`src/rtl/uart_tx_core.sv`:
```
// UART transmitter: free-running integer divider (oversample + baud ticks) and a
// start/data/stop serializer whose state and line only move on baud ticks.
module uart_tx_core #(
    parameter int unsigned CLOCK_IN          = 100_000_000,
    parameter int unsigned BAUD_RATE         = 115_200,
    parameter int unsigned OVERSAMPLING_RATE = 8,
    parameter int unsigned DATA_BITS         = 8
) (
    input  logic                 sysclk_in,
    input  logic                 nrst_in,
    input  logic                 data_rdy_in,
    input  logic [DATA_BITS-1:0] tx_data_in,
    output logic                 tx_serial_out,
    output logic                 tx_busy_out,
    output logic                 tx_done_out,
    output logic                 baudclk_out,
    output logic                 divclk_out
);

    localparam int unsigned DIV   = CLOCK_IN / (BAUD_RATE * OVERSAMPLING_RATE);
    localparam int unsigned DIV_W = (DIV > 1) ? $clog2(DIV) : 1;
    localparam int unsigned OS_W  = $clog2(OVERSAMPLING_RATE);
    localparam int unsigned IDX_W = (DATA_BITS > 1) ? $clog2(DATA_BITS) : 1;

    typedef enum logic [1:0] {IDLE, START, DATA, STOP} state_t;

    state_t               state_q, state_d;
    logic [DIV_W-1:0]     div_cnt_q, div_cnt_d;
    logic [OS_W-1:0]      os_cnt_q, os_cnt_d;
    logic [DATA_BITS-1:0] shift_q, shift_d;
    logic [IDX_W-1:0]     bit_idx_q, bit_idx_d, bit_idx_nx;
    logic                 line_d, busy_d, done_d;
    logic                 div_tick, baud_tick;

    // Divider: div_cnt wraps every DIV cycles, os_cnt every bit time
    always_comb begin
        div_tick  = (div_cnt_q == DIV_W'(DIV - 1));
        baud_tick = div_tick && (os_cnt_q == OS_W'(OVERSAMPLING_RATE - 1));
        div_cnt_d = div_tick ? '0 : div_cnt_q + DIV_W'(1);
        os_cnt_d  = os_cnt_q;
        if (div_tick) begin
            os_cnt_d = (os_cnt_q == OS_W'(OVERSAMPLING_RATE - 1)) ? '0 : os_cnt_q + OS_W'(1);
        end
    end

    // Serializer next-state; line value is computed for the state being entered
    always_comb begin
        state_d    = state_q;
        shift_d    = shift_q;
        bit_idx_d  = bit_idx_q;
        line_d     = tx_serial_out;
        busy_d     = tx_busy_out;
        done_d     = 1'b0;
        bit_idx_nx = bit_idx_q + IDX_W'(1);
        if (baud_tick) begin
            case (state_q)
                IDLE: begin
                    if (data_rdy_in) begin
                        shift_d   = tx_data_in;
                        bit_idx_d = '0;
                        line_d    = 1'b0;
                        busy_d    = 1'b1;
                        state_d   = START;
                    end
                end
                START: begin
                    line_d  = shift_q[0];
                    state_d = DATA;
                end
                DATA: begin
                    if (bit_idx_q == IDX_W'(DATA_BITS - 1)) begin
                        line_d  = 1'b1;
                        state_d = STOP;
                    end else begin
                        bit_idx_d = bit_idx_nx;
                        line_d    = shift_q[bit_idx_nx];
                    end
                end
                STOP: begin
                    line_d  = 1'b1;
                    busy_d  = 1'b0;
                    done_d  = 1'b1;
                    state_d = IDLE;
                end
                default: state_d = IDLE;
            endcase
        end
    end

    // State and registered outputs; debug clocks follow the next counter values
    always_ff @(posedge sysclk_in) begin
        if (!nrst_in) begin
            state_q       <= IDLE;
            div_cnt_q     <= '0;
            os_cnt_q      <= '0;
            shift_q       <= '0;
            bit_idx_q     <= '0;
            tx_serial_out <= 1'b1;
            tx_busy_out   <= 1'b0;
            tx_done_out   <= 1'b0;
            baudclk_out   <= 1'b1;
            divclk_out    <= 1'b1;
        end else begin
            state_q       <= state_d;
            div_cnt_q     <= div_cnt_d;
            os_cnt_q      <= os_cnt_d;
            shift_q       <= shift_d;
            bit_idx_q     <= bit_idx_d;
            tx_serial_out <= line_d;
            tx_busy_out   <= busy_d;
            tx_done_out   <= done_d;
            baudclk_out   <= (os_cnt_d < OS_W'(OVERSAMPLING_RATE / 2));
            divclk_out    <= (div_cnt_d < DIV_W'(DIV / 2));
        end
    end

endmodule

```
`config.mk`:
```
export PLATFORM = sky130hd
export DESIGN_NAME = uart_tx_core
export DESIGN_NICKNAME = d
export VERILOG_FILES = /design/src/rtl/uart_tx_core.sv
export SDC_FILE = /design/constraint.sdc
export NUM_CORES = 1
export LEC_CHECK = 0
export BUFFER_PORTS_ARGS = -buffer_cell sky130_fd_sc_hd__buf_4
export CAP_MARGIN = 10
export CELL_PAD_IN_SITES_DETAIL_PLACEMENT = 0
export CELL_PAD_IN_SITES_GLOBAL_PLACEMENT = 1
export CORE_UTILIZATION = 40
export CTS_BUF_LIST = sky130_fd_sc_hd__clkbuf_4 sky130_fd_sc_hd__clkbuf_8
export DETAILED_ROUTE_END_ITERATION = 10
export GPL_TIMING_DRIVEN = 1
export PLACE_DENSITY_LB_ADDON = 0.2
export SYNTH_ARGS = -nofsm -noshare
export SYNTH_HDL_FRONTEND = slang
export SYNTH_SLANG_ARGS = --single-unit
```
`constraint.sdc`:
```
create_clock -name sysclk_in -period 1.8 [get_ports sysclk_in]
set_input_delay 0.36 -clock sysclk_in [delete_from_list [all_inputs] [get_ports sysclk_in]]
set_output_delay 0.36 -clock sysclk_in [all_outputs]
set_load 0.05 [all_outputs]
```
### After elaboration in Yosys (flattened, before gate mapping)

Index checks and enable logic that the tools add are counted.

| cells by class | value |
|---|---|
| add/sub/neg operators | 3 |
| order comparisons | 3 |
| eq/ne operators | 9 |
| multiplexer cells | 17 |
| reductions and logical operators | 10 |

Operator list:

| operator | count |
|---|---|
| two-way mux 3 bit | 4 |
| AND reduction 3 bit | 3 |
| case mux 2 bit (4 select lines) | 1 |
| adder 7 x 1 -> 7 bit (second input constant) | 1 |
| equality test 7 bit (second input constant) | 1 |
| less-than comparator 7 x 6 -> 1 bit (second input constant) | 1 |
| two-way mux 7 bit | 1 |
| adder 3 x 1 -> 3 bit (second input constant) | 2 |
| equality test 3 bit (second input constant) | 2 |
| != test 2 bit (second input constant) | 3 |
| case mux 3 bit (2 select lines) | 1 |
| two-way mux 1 bit | 5 |
| equality test 2 bit (second input constant) | 2 |
| less-than comparator 3 x 4 -> 1 bit (second input constant) | 1 |
| two-way mux 2 bit | 2 |
| case mux 1 bit (4 select lines) | 1 |
| AND reduction 2 bit | 2 |
| AND reduction 4 bit | 1 |
| nonzero test 2 bit | 2 |
| binary-select mux 1 bit (select 3 bit) | 1 |
| less-than comparator 3 bit (second input constant) | 1 |
| equality test 2 x 1 -> 1 bit (second input constant) | 1 |
| zero test 2 bit | 1 |
| case mux 1 bit (2 select lines) | 1 |
| logical AND 1 bit | 1 |

| storage, ports and cells | value |
|---|---|
| flip-flop bits (word level) | 28 |
| input port bits | 11 |
| output and inout bits | 5 |

### Longest topological paths before layout

| logic depth | value |
|---|---|
| depth after elaboration | 5 |
| depth in mapped cells | 7 |
| mapped depth without buffers | 6 |

### Least setup slack after synthesis

OpenSTA, ideal clock, no wires.

| timing path | value |
|---|---|
| kind | register to register |
| start | register bit_idx_q[0] |
| end | register tx_serial_out |
| setup time | 139 ps |
| arrival time | 1,739 ps |
| path slack | -78 ps |
| cell stages (with the launch flop) | 6 |
| cell sequence | dfxtp_1 -> ha_1 -> mux4_2 -> nor2b_1 -> a2111oi_1 -> o311ai_1 |

| on the way | value |
|---|---|
| cells in the longest elaborated chain, start to end | 5 |
| elaborated cells between the ends (all ways) | 6 |

Ends and longest elaborated chain:

| item | RTL line | RTL |
|---|---|---|
| from (decl) | 31 | `logic [IDX_W-1:0] bit_idx_q, bit_idx_d, bit_idx_nx;` |
| from (signal assigned) | 108 | `bit_idx_q <= bit_idx_d;` |
| adder 3 x 1 -> 3 bit | 54 | `bit_idx_nx = bit_idx_q + IDX_W'(1);` |
| binary-select mux 1 bit (select 3 bit) | 76 | `line_d = shift_q[bit_idx_nx];` |
| two-way mux 1 bit (implied by the code) | 76 |  |
| two-way mux 1 bit * | 71 | `if (bit_idx_q == IDX_W'(DATA_BITS - 1)) begin` |
| case mux 1 bit (4 select lines) * | 56 | `case (state_q)` |
| to (signal assigned) | 109 | `tx_serial_out <= line_d;` |
| to (decl) | 13 | `output logic tx_serial_out,` |

Mark *: on every way between the ends. The rest lies on a longest branch, timed or not. The select of a mux whose other input is x is not followed.
A chain may end at the register's enable or synchronous reset.

### Final worst setup path

Same ends and word-level chain as after synthesis.

==> flow_metrics.py <==
metrics = {
    "route": {
        "vias": 1003,
        "vias_per_cell": 4.917,
        "ant_nets": 0,
        "drt-pass1-iter-count": 4,
        "drt_iter0_markers": 28,
        "post_drt_wl_per_cell_um": 12.16,
        "drc": 0,
        "routed_wl_um": 2480,
    },
    "layout": {
        "final_nets": 179,
        "diodes": 0,
        "synthToLayoutAreaGrowth_pct": 17.89,
        "final_area_um2": 1649,
        "drive_gt1_frac": 0.2278,
        "final_util": 0.4942,
    },
    "grt": {
        "grt_pass1_wl_um": 3995,
        "gr-total-overflow": 0,
        "track_usage": 0.1454,
        "grt_pass1_vias": 896,
        "grt_max_degree": 30,
        "antenna_found_initial": 0,
    },
    "setup_path": {
        "cp_max_fo": 3,
        "critPathCaptureType": "flip-flop",
        "startpoint_type": "flip-flop",
        "worstSetupPathType": "flip-flop to flip-flop",
        "critical_path_required_ns": 2.02,
        "rr_worst_depth": 4,
        "arrival_ns": 1.94,
    },
    "placement": {
        "routabilityCongestion": 0.7244,
        "port_buffers": 15,
        "dpl_cell_area_um2": 1583,
        "hpwlAfterDp_um": 1841,
        "post-place-ws_ns": -0.03677,
    },
    "timing": {
        "slew_violations": 0,
        "tightest_slew_ns": 0.3566,
        "fmax_mhz": 582.3,
        "setup_slack_ns": 0.08267,
        "holdWs_ns": 0.2694,
        "setup_viol": 0,
        "max_slew_margin": 0.7622,
        "min_period_ns": 1.717,
        "rsz0062_at_grt": "no",
        "clock_skew_ns": 0.01846,
        "post-route-period-util": 0.9541,
        "hold_viol": 0,
    },
    "synth": {
        "yosys.area.top_type": "dfxtp_1",
        "syn_nets": 161,
        "async_reset_ff_frac": 0,
        "synth.avg_cell_area_um2": 9.921,
        "synthesis.area_um2": 1399,
        "ys.flop_type": "dfxtp_1",
        "ys_types": 33,
        "ys_seq_area_frac": 0.4007,
        "ys_ff_latch": 28,
        "synthDominantCellAreaShare": 0.4007,
        "synth-edff-count": 0,
        "synthTopCellsByArea": "dfxtp_1 40%, mux2i_1 9.3%, ha_1 8.1%",
        "yosysWarnings": 0,
        "syn_inst": 141,
    },
    "floorplanning": {
        "fp.dieW_um": 61.14,
        "ios": 16,
        "die_h_um": 61.14,
        "die_area_um2": 3737,
        "start_util": 0.4192,
        "core_um2": 3337,
        "rows": 21,
    },
    "power": {
        "p_per_area_nw_per_um2": 607.1,
        "vdd_drop_max_uv": 312.0,
        "cellLeakagePower_nw": 0.6818,
        "p_total_mw": 1.001,
    },
    "clock_tree": {
        "cts_hold_buf": 0,
        "tritoncts": "built",
        "root_buffer": "clkbuf_4",
        "clkTransAtPathRegs_ns": 0.16,
        "cts_sinks": 28,
        "clk_latency_ns": 0.33,
        "cts_buffers": 3,
        "htree_levels": 1,
        "clockBufferDepth": 2,
    },
    "hold_path": {
        "worstHoldPathType": "input port to flip-flop",
        "hold_path_depth": 3,
    },
    "flow_run": {
        "maxCapViolations": 0,
    },
    "run_status": {
        "outcome": "complete, no violations",
    },
}
[repair_timing]
item                       4_1_cts  5_1_grt
setup endpoints to repair        1        4
buffers inserted                 0        0
pin swaps                        1        2
resized for setup                3        4
[critical path, stage by stage, from the launching register on]
cell	delay [ns]
dfxtp_2	0.38
ha_4	0.28
mux4_2	0.54
a2111oi_4	0.31
o311ai_1	0.11
[power breakdown]
part / switching [mW] / internal, mW / total [mW] / leakage, nW
Combinational: 0.0252 / 0.0318 / 0.0571 / 0.434
Sequential: 0.00724 / 0.626 / 0.633 / 0.227
Clock: 0.187 / 0.124 / 0.311 / 0.0210
Total: 0.220 / 0.781 / 1.00 / 0.682
[cells in the mapped netlist, drive strengths merged, types with 4 or more instances]
| cell | number |
|---|---|
| dfxtp | 28 |
| nand2 | 14 |
| mux2i | 13 |
| nor2b | 13 |
| ha | 9 |
| inv | 8 |
| nand3 | 7 |
| nor2 | 6 |
| and2 | 4 |
| clkbuf | 4 |
| xnor2 | 4 |
[stage by stage]
step | instances | setup TNS, ns
after floorplan | 141 | 0
after global placement | 200 | -0.01144
after detailed placement | 200 | -0.03677
after CTS | 204 | 0
after global routing | 204 | 0
final | 204 | 0
[area by class of cell]
type | count | area, um2
Multi-Input combinational cell | 98 | 812.0
Inverter | 8 | 30.03
Sequential cell | 28 | 563.0
Fill cell | 321 | 1688
Timing Repair Buffer | 20 | 150.1
Tap cell | 46 | 57.56
Clock buffer | 4 | 36.28
[path summary, 6_finish.rpt]
kind	start	to	slack [ns]
setup / recovery	bit_idx_q[0]$_SDFFE_PN0P_	tx_serial_out$_SDFFE_PN1P_	0.08
hold / removal	tx_data_in[0]	shift_q[0]$_SDFFE_PN0P_	0.27
setup reg to reg	bit_idx_q[0]$_SDFFE_PN0P_	tx_serial_out$_SDFFE_PN1P_	0.08
hold reg to reg	bit_idx_q[1]$_SDFFE_PN0P_	bit_idx_q[1]$_SDFFE_PN0P_	0.49
[logic make-up (layout without fill, tap and decap cells)]
group	count (synthesis)	in the layout	share of synthesized area
AND/OR/NAND/NOR	54	54	0.2093
flip-flops	28	28	0.4007
AO/OA/AOI/OAI	16	16	0.1091
multiplexers	15	15	0.1279
buffers and inverters	15	32	0.04740
adder cells (fa/ha/maj)	9	9	0.08050
XOR/XNOR	4	4	0.02504
[routing by layer]
metal,vias up,GRT usage,share of wire
met1,469,0.1995,0.50
met5,-,0,0
met4,0,0.05844,0.0081
met3,2,0.02101,0.030
li1,519,-,-
met2,13,0.2298,0.47
[flip-flops by register name (all words and copies together) (netlist names), 2 cells and up]
signal and count:
bit_idx_q 3, div_cnt_q 7, os_cnt_q 3, shift_q 8, state_q 2
[cell usage in the layout (no fill, tap or decap), types with 2 or more instances in the layout]
cell type	n
dfxtp_2	2
nand2_1	14
ha_4	2
nor2_1	6
nand2b_1	2
nand3_1	7
inv_1	8
mux4_2	2
nor2b_1	13
a21oi_1	2
ha_1	7
xnor2_1	4
buf_4	20
and3_1	2
dfxtp_1	26
a21boi_0	3
clkbuf_4	3
and2_1	4
mux2i_1	13
nand4_1	2
o21ai_0	2
Note: power is estimated with default switching activity, not from simulation.
